### src/rtl/dl11_pkg.sv
// Shared definitions for the DL11 terminal: register offsets, CSR/RBUF bit
// positions and the RX/TX state encodings.
package dl11_pkg;

    localparam logic [1:0] ADR_RCSR = 2'd0;
    localparam logic [1:0] ADR_RBUF = 2'd1;
    localparam logic [1:0] ADR_XCSR = 2'd2;
    localparam logic [1:0] ADR_XBUF = 2'd3;

    localparam int CSR_DONE  = 7;
    localparam int CSR_READY = 7;
    localparam int CSR_IE    = 6;
    localparam int RBUF_ERR  = 15;
    localparam int RBUF_OVR  = 14;
    localparam int RBUF_FRM  = 13;

    typedef enum logic [1:0] {
        RX_IDLE  = 2'd0,
        RX_START = 2'd1,
        RX_DATA  = 2'd2,
        RX_STOP  = 2'd3
    } rx_state_e;

    typedef enum logic [1:0] {
        TX_IDLE  = 2'd0,
        TX_START = 2'd1,
        TX_DATA  = 2'd2,
        TX_STOP  = 2'd3
    } tx_state_e;

    function automatic logic [15:0] csr_word(input logic flag, input logic ie);
        csr_word = {8'h00, flag, ie, 6'b000000};
    endfunction

endpackage

### src/rtl/dl11_rx.sv
// DL11 receiver: 2-flop synchroniser, 16x-oversampled RX FSM and shift register.
// Emits a one-cycle rx_valid pulse with the byte and its framing-error flag.
module dl11_rx
    import dl11_pkg::*;
(
    input  logic       mclkp,
    input  logic       RST,
    input  logic       tick,
    input  logic       uart_rx,
    output logic       rx_valid,
    output logic [7:0] rx_data,
    output logic       rx_frm
);

    logic [1:0] sync_r;
    logic       rx_s;
    rx_state_e  state_r, state_s;
    logic [3:0] tick_cnt_r, tick_cnt_s;
    logic [2:0] bit_cnt_r, bit_cnt_s;
    logic [7:0] shift_r, shift_s;
    logic [7:0] data_r, data_s;
    logic       valid_r, valid_s;
    logic       frm_r, frm_s;

    assign rx_s     = sync_r[1];
    assign rx_valid = valid_r;
    assign rx_data  = data_r;
    assign rx_frm   = frm_r;

    // Synchroniser, reset to the idle (mark) level
    always_ff @(posedge mclkp) begin
        if (RST) begin
            sync_r <= 2'b11;
        end else begin
            sync_r <= {sync_r[0], uart_rx};
        end
    end

    // RX state and datapath registers
    always_ff @(posedge mclkp) begin
        if (RST) begin
            state_r    <= RX_IDLE;
            tick_cnt_r <= 4'd0;
            bit_cnt_r  <= 3'd0;
            shift_r    <= 8'h00;
            data_r     <= 8'h00;
            valid_r    <= 1'b0;
            frm_r      <= 1'b0;
        end else begin
            state_r    <= state_s;
            tick_cnt_r <= tick_cnt_s;
            bit_cnt_r  <= bit_cnt_s;
            shift_r    <= shift_s;
            data_r     <= data_s;
            valid_r    <= valid_s;
            frm_r      <= frm_s;
        end
    end

    // RX next state: start bit re-checked at mid-bit, then one sample per 16 ticks
    always_comb begin
        state_s    = state_r;
        tick_cnt_s = tick_cnt_r;
        bit_cnt_s  = bit_cnt_r;
        shift_s    = shift_r;
        data_s     = data_r;
        valid_s    = 1'b0;
        frm_s      = frm_r;
        if (tick) begin
            case (state_r)
                RX_IDLE: begin
                    if (!rx_s) begin
                        state_s    = RX_START;
                        tick_cnt_s = 4'd0;
                    end else begin
                        state_s = RX_IDLE;
                    end
                end
                RX_START: begin
                    if (tick_cnt_r == 4'd7) begin
                        tick_cnt_s = 4'd0;
                        bit_cnt_s  = 3'd0;
                        state_s    = rx_s ? RX_IDLE : RX_DATA;
                    end else begin
                        tick_cnt_s = tick_cnt_r + 4'd1;
                    end
                end
                RX_DATA: begin
                    if (tick_cnt_r == 4'd15) begin
                        tick_cnt_s = 4'd0;
                        shift_s    = {rx_s, shift_r[7:1]};
                        if (bit_cnt_r == 3'd7) begin
                            state_s = RX_STOP;
                        end else begin
                            bit_cnt_s = bit_cnt_r + 3'd1;
                        end
                    end else begin
                        tick_cnt_s = tick_cnt_r + 4'd1;
                    end
                end
                RX_STOP: begin
                    if (tick_cnt_r == 4'd15) begin
                        tick_cnt_s = 4'd0;
                        valid_s    = 1'b1;
                        data_s     = shift_r;
                        frm_s      = ~rx_s;
                        state_s    = RX_IDLE;
                    end else begin
                        tick_cnt_s = tick_cnt_r + 4'd1;
                    end
                end
                default: begin
                    state_s = RX_IDLE;
                end
            endcase
        end else begin
            state_s = state_r;
        end
    end

endmodule

### src/rtl/wb_dl11_term.sv
// DL11-style serial terminal (RCSR/RBUF/XCSR/XBUF) as a Wishbone classic slave.
// Define DL11_RXFIFO_EN to replace the single RBUF holding register by an RX FIFO.
module wb_dl11_term
    import dl11_pkg::*;
#(
    parameter int BAUD_DIV  = 27,
    parameter int FIFO_LOG2 = 2
) (
    input  logic        mclkp,
    input  logic        RST,
    input  logic [1:0]  wb_adr_i,
    input  logic [15:0] wb_dat_i,
    output logic [15:0] wb_dat_o,
    input  logic        wb_cyc_i,
    input  logic        wb_stb_i,
    input  logic        wb_we_i,
    input  logic [1:0]  wb_sel_i,
    output logic        wb_ack_o,
    input  logic        uart_rx,
    output logic        uart_tx,
    output logic        irq_rx,
    output logic        irq_tx
);

    localparam int            BW        = (BAUD_DIV > 1) ? $clog2(BAUD_DIV) : 1;
    localparam logic [BW-1:0] BAUD_LAST = BW'(BAUD_DIV - 1);

    logic [BW-1:0] baud_cnt_r;
    logic          tick_s;
    logic          ack_r, irq_rx_r, irq_tx_r, rx_ie_r, tx_ie_r, ready_r;
    logic [15:0]   dat_r, rd_data_s;
    logic          req_s, rd_s, wr_s, rbuf_rd_s, xbuf_wr_s, rcsr_wr_s, xcsr_wr_s;
    logic          rx_valid_s, rx_frm_s;
    logic [7:0]    rx_data_s;
    logic          done_s, ovr_s, head_frm_s;
    logic [7:0]    head_data_s;
    logic          unused_s;

    assign unused_s = ^{wb_dat_i[15:8], wb_sel_i[1]};

    assign tick_s    = (baud_cnt_r == BAUD_LAST);
    assign req_s     = wb_cyc_i & wb_stb_i & ~ack_r;
    assign rd_s      = req_s & ~wb_we_i;
    assign wr_s      = req_s & wb_we_i;
    assign rbuf_rd_s = rd_s & (wb_adr_i == ADR_RBUF);
    assign rcsr_wr_s = wr_s & (wb_adr_i == ADR_RCSR) & wb_sel_i[0];
    assign xcsr_wr_s = wr_s & (wb_adr_i == ADR_XCSR) & wb_sel_i[0];
    assign xbuf_wr_s = wr_s & (wb_adr_i == ADR_XBUF) & wb_sel_i[0] & ready_r;

    assign wb_ack_o = ack_r;
    assign wb_dat_o = dat_r;
    assign irq_rx   = irq_rx_r;
    assign irq_tx   = irq_tx_r;

    // Shared 16x baud tick
    always_ff @(posedge mclkp) begin
        if (RST || tick_s) begin
            baud_cnt_r <= '0;
        end else begin
            baud_cnt_r <= baud_cnt_r + BW'(1);
        end
    end

    dl11_rx u_rx (
        .mclkp    (mclkp),
        .RST      (RST),
        .tick     (tick_s),
        .uart_rx  (uart_rx),
        .rx_valid (rx_valid_s),
        .rx_data  (rx_data_s),
        .rx_frm   (rx_frm_s)
    );

`ifdef DL11_RXFIFO_EN
    localparam int DEPTH = 1 << FIFO_LOG2;

    logic [8:0]         mem_r [DEPTH];
    logic [FIFO_LOG2:0] wr_ptr_r, rd_ptr_r;
    logic               ovr_r, empty_s, full_s, push_s, pop_s;

    assign empty_s     = (wr_ptr_r == rd_ptr_r);
    assign full_s      = (wr_ptr_r[FIFO_LOG2] != rd_ptr_r[FIFO_LOG2]) &&
                         (wr_ptr_r[FIFO_LOG2-1:0] == rd_ptr_r[FIFO_LOG2-1:0]);
    assign push_s      = rx_valid_s & ~full_s;
    assign pop_s       = rbuf_rd_s & ~empty_s;
    assign done_s      = ~empty_s;
    assign ovr_s       = ovr_r;
    assign head_data_s = mem_r[rd_ptr_r[FIFO_LOG2-1:0]][7:0];
    assign head_frm_s  = mem_r[rd_ptr_r[FIFO_LOG2-1:0]][8];

    // RX FIFO; a byte arriving while full is dropped and flagged as overrun
    always_ff @(posedge mclkp) begin
        if (RST) begin
            wr_ptr_r <= '0;
            rd_ptr_r <= '0;
            ovr_r    <= 1'b0;
            for (int i = 0; i < DEPTH; i++) begin
                mem_r[i] <= 9'h000;
            end
        end else begin
            if (push_s) begin
                mem_r[wr_ptr_r[FIFO_LOG2-1:0]] <= {rx_frm_s, rx_data_s};
                wr_ptr_r <= wr_ptr_r + {{FIFO_LOG2{1'b0}}, 1'b1};
            end
            if (pop_s) begin
                rd_ptr_r <= rd_ptr_r + {{FIFO_LOG2{1'b0}}, 1'b1};
            end
            if (rx_valid_s && full_s) begin
                ovr_r <= 1'b1;
            end else if (rbuf_rd_s) begin
                ovr_r <= 1'b0;
            end
        end
    end
`else
    localparam int unused_fifo_log2 = FIFO_LOG2;

    logic [7:0] rbuf_r;
    logic       done_r, ovr_r, frm_r;

    assign done_s      = done_r;
    assign ovr_s       = ovr_r;
    assign head_data_s = rbuf_r;
    assign head_frm_s  = frm_r;

    // Single holding register: a new byte always overwrites, and beats a same-cycle read
    always_ff @(posedge mclkp) begin
        if (RST) begin
            rbuf_r <= 8'h00;
            done_r <= 1'b0;
            ovr_r  <= 1'b0;
            frm_r  <= 1'b0;
        end else if (rx_valid_s) begin
            rbuf_r <= rx_data_s;
            frm_r  <= rx_frm_s;
            done_r <= 1'b1;
            ovr_r  <= rbuf_rd_s ? 1'b0 : (ovr_r | done_r);
        end else if (rbuf_rd_s) begin
            done_r <= 1'b0;
            ovr_r  <= 1'b0;
            frm_r  <= 1'b0;
        end
    end
`endif

    tx_state_e  tx_state_r, tx_state_s;
    logic [3:0] tx_tick_r, tx_tick_s;
    logic [2:0] tx_bit_r, tx_bit_s;
    logic [7:0] tx_shift_r, tx_shift_s;
    logic       tx_line_r, tx_line_s, tx_done_s;

    assign uart_tx = tx_line_r;

    // TX registers; READY drops on an accepted XBUF write and returns after the stop bit
    always_ff @(posedge mclkp) begin
        if (RST) begin
            tx_state_r <= TX_IDLE;
            tx_tick_r  <= 4'd0;
            tx_bit_r   <= 3'd0;
            tx_shift_r <= 8'h00;
            tx_line_r  <= 1'b1;
            ready_r    <= 1'b1;
        end else begin
            tx_state_r <= tx_state_s;
            tx_tick_r  <= tx_tick_s;
            tx_bit_r   <= tx_bit_s;
            tx_shift_r <= tx_shift_s;
            tx_line_r  <= tx_line_s;
            if (xbuf_wr_s) begin
                ready_r <= 1'b0;
            end else if (tx_done_s) begin
                ready_r <= 1'b1;
            end
        end
    end

    // TX next state; a pending byte (READY=0 in IDLE) starts on the next tick
    always_comb begin
        tx_state_s = tx_state_r;
        tx_tick_s  = tx_tick_r;
        tx_bit_s   = tx_bit_r;
        tx_line_s  = tx_line_r;
        tx_done_s  = 1'b0;
        if (xbuf_wr_s) begin
            tx_shift_s = wb_dat_i[7:0];
        end else begin
            tx_shift_s = tx_shift_r;
        end
        if (tick_s) begin
            case (tx_state_r)
                TX_IDLE: begin
                    if (!ready_r) begin
                        tx_state_s = TX_START;
                        tx_tick_s  = 4'd0;
                        tx_line_s  = 1'b0;
                    end else begin
                        tx_line_s = 1'b1;
                    end
                end
                TX_START: begin
                    if (tx_tick_r == 4'd15) begin
                        tx_state_s = TX_DATA;
                        tx_tick_s  = 4'd0;
                        tx_bit_s   = 3'd0;
                        tx_line_s  = tx_shift_r[0];
                    end else begin
                        tx_tick_s = tx_tick_r + 4'd1;
                    end
                end
                TX_DATA: begin
                    if (tx_tick_r == 4'd15) begin
                        tx_tick_s = 4'd0;
                        if (tx_bit_r == 3'd7) begin
                            tx_state_s = TX_STOP;
                            tx_line_s  = 1'b1;
                        end else begin
                            tx_bit_s   = tx_bit_r + 3'd1;
                            tx_shift_s = {1'b0, tx_shift_r[7:1]};
                            tx_line_s  = tx_shift_r[1];
                        end
                    end else begin
                        tx_tick_s = tx_tick_r + 4'd1;
                    end
                end
                TX_STOP: begin
                    if (tx_tick_r == 4'd15) begin
                        tx_state_s = TX_IDLE;
                        tx_tick_s  = 4'd0;
                        tx_done_s  = 1'b1;
                    end else begin
                        tx_tick_s = tx_tick_r + 4'd1;
                    end
                end
                default: begin
                    tx_state_s = TX_IDLE;
                    tx_line_s  = 1'b1;
                end
            endcase
        end else begin
            tx_state_s = tx_state_r;
        end
    end

    // Read mux, sampled before any read side effect takes place
    always_comb begin
        rd_data_s = 16'h0000;
        case (wb_adr_i)
            ADR_RCSR: rd_data_s = csr_word(done_s, rx_ie_r);
            ADR_RBUF: rd_data_s = {ovr_s | head_frm_s, ovr_s, head_frm_s, 5'b00000, head_data_s};
            ADR_XCSR: rd_data_s = csr_word(ready_r, tx_ie_r);
            ADR_XBUF: rd_data_s = 16'h0000;
            default:  rd_data_s = 16'h0000;
        endcase
    end

    // Bus response, interrupt enables and registered interrupt requests
    always_ff @(posedge mclkp) begin
        if (RST) begin
            ack_r    <= 1'b0;
            dat_r    <= 16'h0000;
            rx_ie_r  <= 1'b0;
            tx_ie_r  <= 1'b0;
            irq_rx_r <= 1'b0;
            irq_tx_r <= 1'b0;
        end else begin
            ack_r    <= req_s;
            dat_r    <= rd_s ? rd_data_s : 16'h0000;
            if (rcsr_wr_s) begin
                rx_ie_r <= wb_dat_i[CSR_IE];
            end
            if (xcsr_wr_s) begin
                tx_ie_r <= wb_dat_i[CSR_IE];
            end
            irq_rx_r <= rx_ie_r & done_s;
            irq_tx_r <= tx_ie_r & ready_r;
        end
    end

endmodule
### config.mk
export PLATFORM = sky130hd
export DESIGN_NAME = wb_dl11_term
export DESIGN_NICKNAME = d
export VERILOG_FILES = /design/src/rtl/dl11_pkg.sv /design/src/rtl/dl11_rx.sv /design/src/rtl/wb_dl11_term.sv
export SDC_FILE = /design/constraint.sdc
export NUM_CORES = 1
export LEC_CHECK = 0
export ABC_AREA = 1
export CORE_MARGIN = 2
export CORE_UTILIZATION = 35
export DETAILED_ROUTE_END_ITERATION = 12
export GPL_TIMING_DRIVEN = 0
export SLEW_MARGIN = 10
export SYNTH_ARGS = -nofsm -noshare
export SYNTH_HDL_FRONTEND = slang
export SYNTH_SLANG_ARGS = --single-unit
export TNS_END_PERCENT = 1
### constraint.sdc
create_clock -name mclkp -period 1.4 [get_ports mclkp]
set_input_delay 0.28 -clock mclkp [delete_from_list [all_inputs] [get_ports mclkp]]
set_output_delay 0.28 -clock mclkp [all_outputs]
set_load 0.01 [all_outputs]
==> metrics <==
status=complete, but fails checks; failing checks=setup timing; Worst Min Path Start=RST; hold endpoint=uart_tx; relative slew slack=a little over 60%; reg-to-reg slack, setup=-140 ps; worst slew pin tran=just under 600 ps; met3 Use GR=~1.9%; Antenna Violating Nets Remaining=0; hpwl dp=4940 µm; Fin. Hold Viols=0; Buffers on Ports=30; Final Max Slew Viols=0; Chip Height=between 100 and 150 µm; Reg clk slew, reported paths=approximately 90 ps; commonest cells after routing, fill and taps aside=68 x dfxtp_1, 67 x nand2_1, 54 x inv_1, 43 x a21oi_1; Mapped Area=roughly 3500 µm²; Die Wd=103 µm; Min-Delay Path Depth=3; CP Class=register to register; crit-path max FO=5; Final nets=533; CP Cell Sequence=ha_4, ha_4, nand3b_1, nand2_1, nand2_2, nor2_4, nand3_2, a21oi_2; Max-Cap Viols=0; Worst path slowest cell=dfxtp_2; vias in the first global route=~2600; endpoint type of the worst setup path=register; setup_tns=-474 ps; GRT met2 Usage=24.1%; Yosys top cell area share=46.3%; aggregate global routing overflow=0; worst reg2reg path endpoint=u_rx.bit_cnt_r[2]; GRT Overall Usage=between 10% and 20%; fmax=around 650 MHz; Inserted Clock Buffers=9; Starting DRT DRC Count=98; drt wl/cell=11.2 µm; yosys synthesis warning count=0; pin count of the biggest net entering global routing=17; Final Cycle Share=110%; Largest stage delay, worst path=between 300 and 400 ps; latest clock arrival within the worst-skew pair=roughly 360 ps; synth top area cells=dfxtp_1 46%, nand2_1 8.0%, a21oi_1 6.7%; final worst-path setup slack=-135 ps; ANT cells=0; Synth area leader=dfxtp_1; Rows=36; P_leak=about 1.7 nW; CTS tree=done; commonest non-fill, non-tap cell in the layout=dfxtp_1; first-pass GRT wire length=approximately 12000 µm; Hold WC Path Type=input pin to register; Register Area=approximately 1600 µm²; Syn Area/Cell=a little under 8 µm²; Worst setup SP type=register; Seq/Total Area, Yosys=46.3%; initial core utilization=35.7%; DR pass1 iterations=4; placed cell area=approximately 4000 µm²; Num Clock Sinks=80; vias per cell=4.58; DIE AREA=approximately 11000 µm²; Final Instance Area=around 4400 µm²; Pwr Density=between 900 and 1000 nW/µm²; critical path required time=about 1700 ps; Max Root-Sink Buffers=2; Layout fillers=roughly 990; worst endpoint data arrival time=between 1500 and 2000 ps; synthesis-to-layout area growth=26.3%; GRT busiest layer=met2; routability cong.=about 0.81; Post-route DRC=0; DRT Wirelength=7080 µm; Worst VDD drop=~0.00036 V; CTS H-tree lvls=3; Clock Skew=slightly above 10 ps; Tmin final=between 1500 and 2000 ps; count of cell types in the netlist=34; RSZ-0062 raised after global routing=true; WHS=between 200 and 300 ps; Root Driver=clkbuf_8; most used cell along the critical path=ha_4; met1 Usage GRT=between 10% and 20%; Synth Register Bits=80; Multi-input gate area=roughly 1700 µm²; I/O pin total=46; final setup fails=10; cells after synthesis=around 450; depth of the most critical reg-to-reg path=8; fraction of layout cells with a size suffix above 1=19.6%; initial antenna violation count=0; Core Region=between 9000 and 10000 µm²; worst flop-to-flop path startpoint=u_rx.bit_cnt_r[0]; routed via count=2898
## state kept, by name, summed over array words and instances, names as in the netlist, 3 cells and up, named ones only
register and cells:
u_rx.shift_r 8, baud_cnt_r 5, u_rx.rx_data 8, u_rx.tick_cnt_r 4, wb_dat_o 11, head_data_s 8
tx_tick_r 4, tx_bit_r 3, u_rx.bit_cnt_r 3, tx_shift_r 8
## power breakdown
group / switching, mW / internal, mW / total [mW] / leakage (nW)
sequential: 0.0120 / 2.29 / 2.30 / 0.652
combinational: 0.106 / 0.0863 / 0.192 / 0.987
clock: 0.932 / 0.861 / 1.79 / 0.100
## metal layers
metal	up-vias	wire, µm
met2	49	3340
met5	-	0
met4	0	140
met1	1314	3400
li1	1524	-
met3	11	199
## how the worst max path moves through the flow
stage,depth (start not counted),from,endpoint
after CTS,8,tx_bit_r[0],tx_shift_r[4]
after detailed placement,7,wb_adr_i[0],tx_shift_r[6]
after floorplan,7,u_rx.tick_cnt_r[0],u_rx.shift_r[4]
after global routing,8,u_rx.bit_cnt_r[0],u_rx.bit_cnt_r[2]
final,8,u_rx.bit_cnt_r[0],u_rx.bit_cnt_r[2]
after global placement,8,wb_cyc_i,tx_shift_r[4]
## timing repair
item	4_1_cts	5_1_grt
hold buffers	0	0
pin swaps	6	7
endpoints found under the setup margin	59	46
buffers inserted	1	1
gates resized for setup	35	52
## logic make-up after synthesis
family	Yosys count	synth area share (%)
DFF	80	46.3
adders and majority gates	12	4.34
buffers and inverters	79	10.0
xor gates and xnor gates	3	0.759
AOI/OAI and AO/OA	94	14.0
other	1	0.108
and+or+nand+nor	179	24.5
## final cells by class
type | count | area share (%)
Timing Repair Buffer | 32 | 6.78
Inverter | 61 | 5.38
Sequential cell | 80 | 37.0
Multi-Input combinational cell | 293 | 39.3
Clock inverter | 7 | 1.95
Buffer | 18 | 2.89
Tap cell | 133 | 3.81
Clock buffer | 9 | 2.83
## worst max-delay path: cells and delay by family (launching register included)
family / cells / cell delay [ps]
DFF: 1 / 350
and+or+nand+nor: 5 / 660
adders and majority gates: 2 / 310
AOI/OAI and AO/OA: 1 / 140
## cells in the mapped netlist (all sizes together)
| cell type | instances |
|---|---|
| clkinv | 1 |
| o22ai | 1 |
| buf | 11 |
| nand2 | 76 |
| or2 | 13 |
| nand3b | 2 |
| and3 | 1 |
| nor2 | 41 |
| a21oi | 46 |
| dfxtp | 80 |
| a31oi | 2 |
| o21ai | 43 |
| nand3 | 38 |
| clkbuf | 7 |
| inv | 60 |
| nand4 | 2 |
| conb | 1 |
| nor3 | 6 |
| xor2 | 3 |
| ha | 12 |
| o21a | 2 |
## through the flow
stage,cells,setup slack (ps),power [mW],util (%)
3_3_place_gp,615,-408,2.53,40.8
6_report,633,-135,4.28,45.1
2_1_floorplan,452,-0.149,2.45,-
3_5_place_dp,615,-419,2.53,40.8
4_1_cts,632,-97.0,4.32,43.6
5_1_grt,633,-239,4.44,45.1
Note: power is estimated with default switching activity, not from simulation.
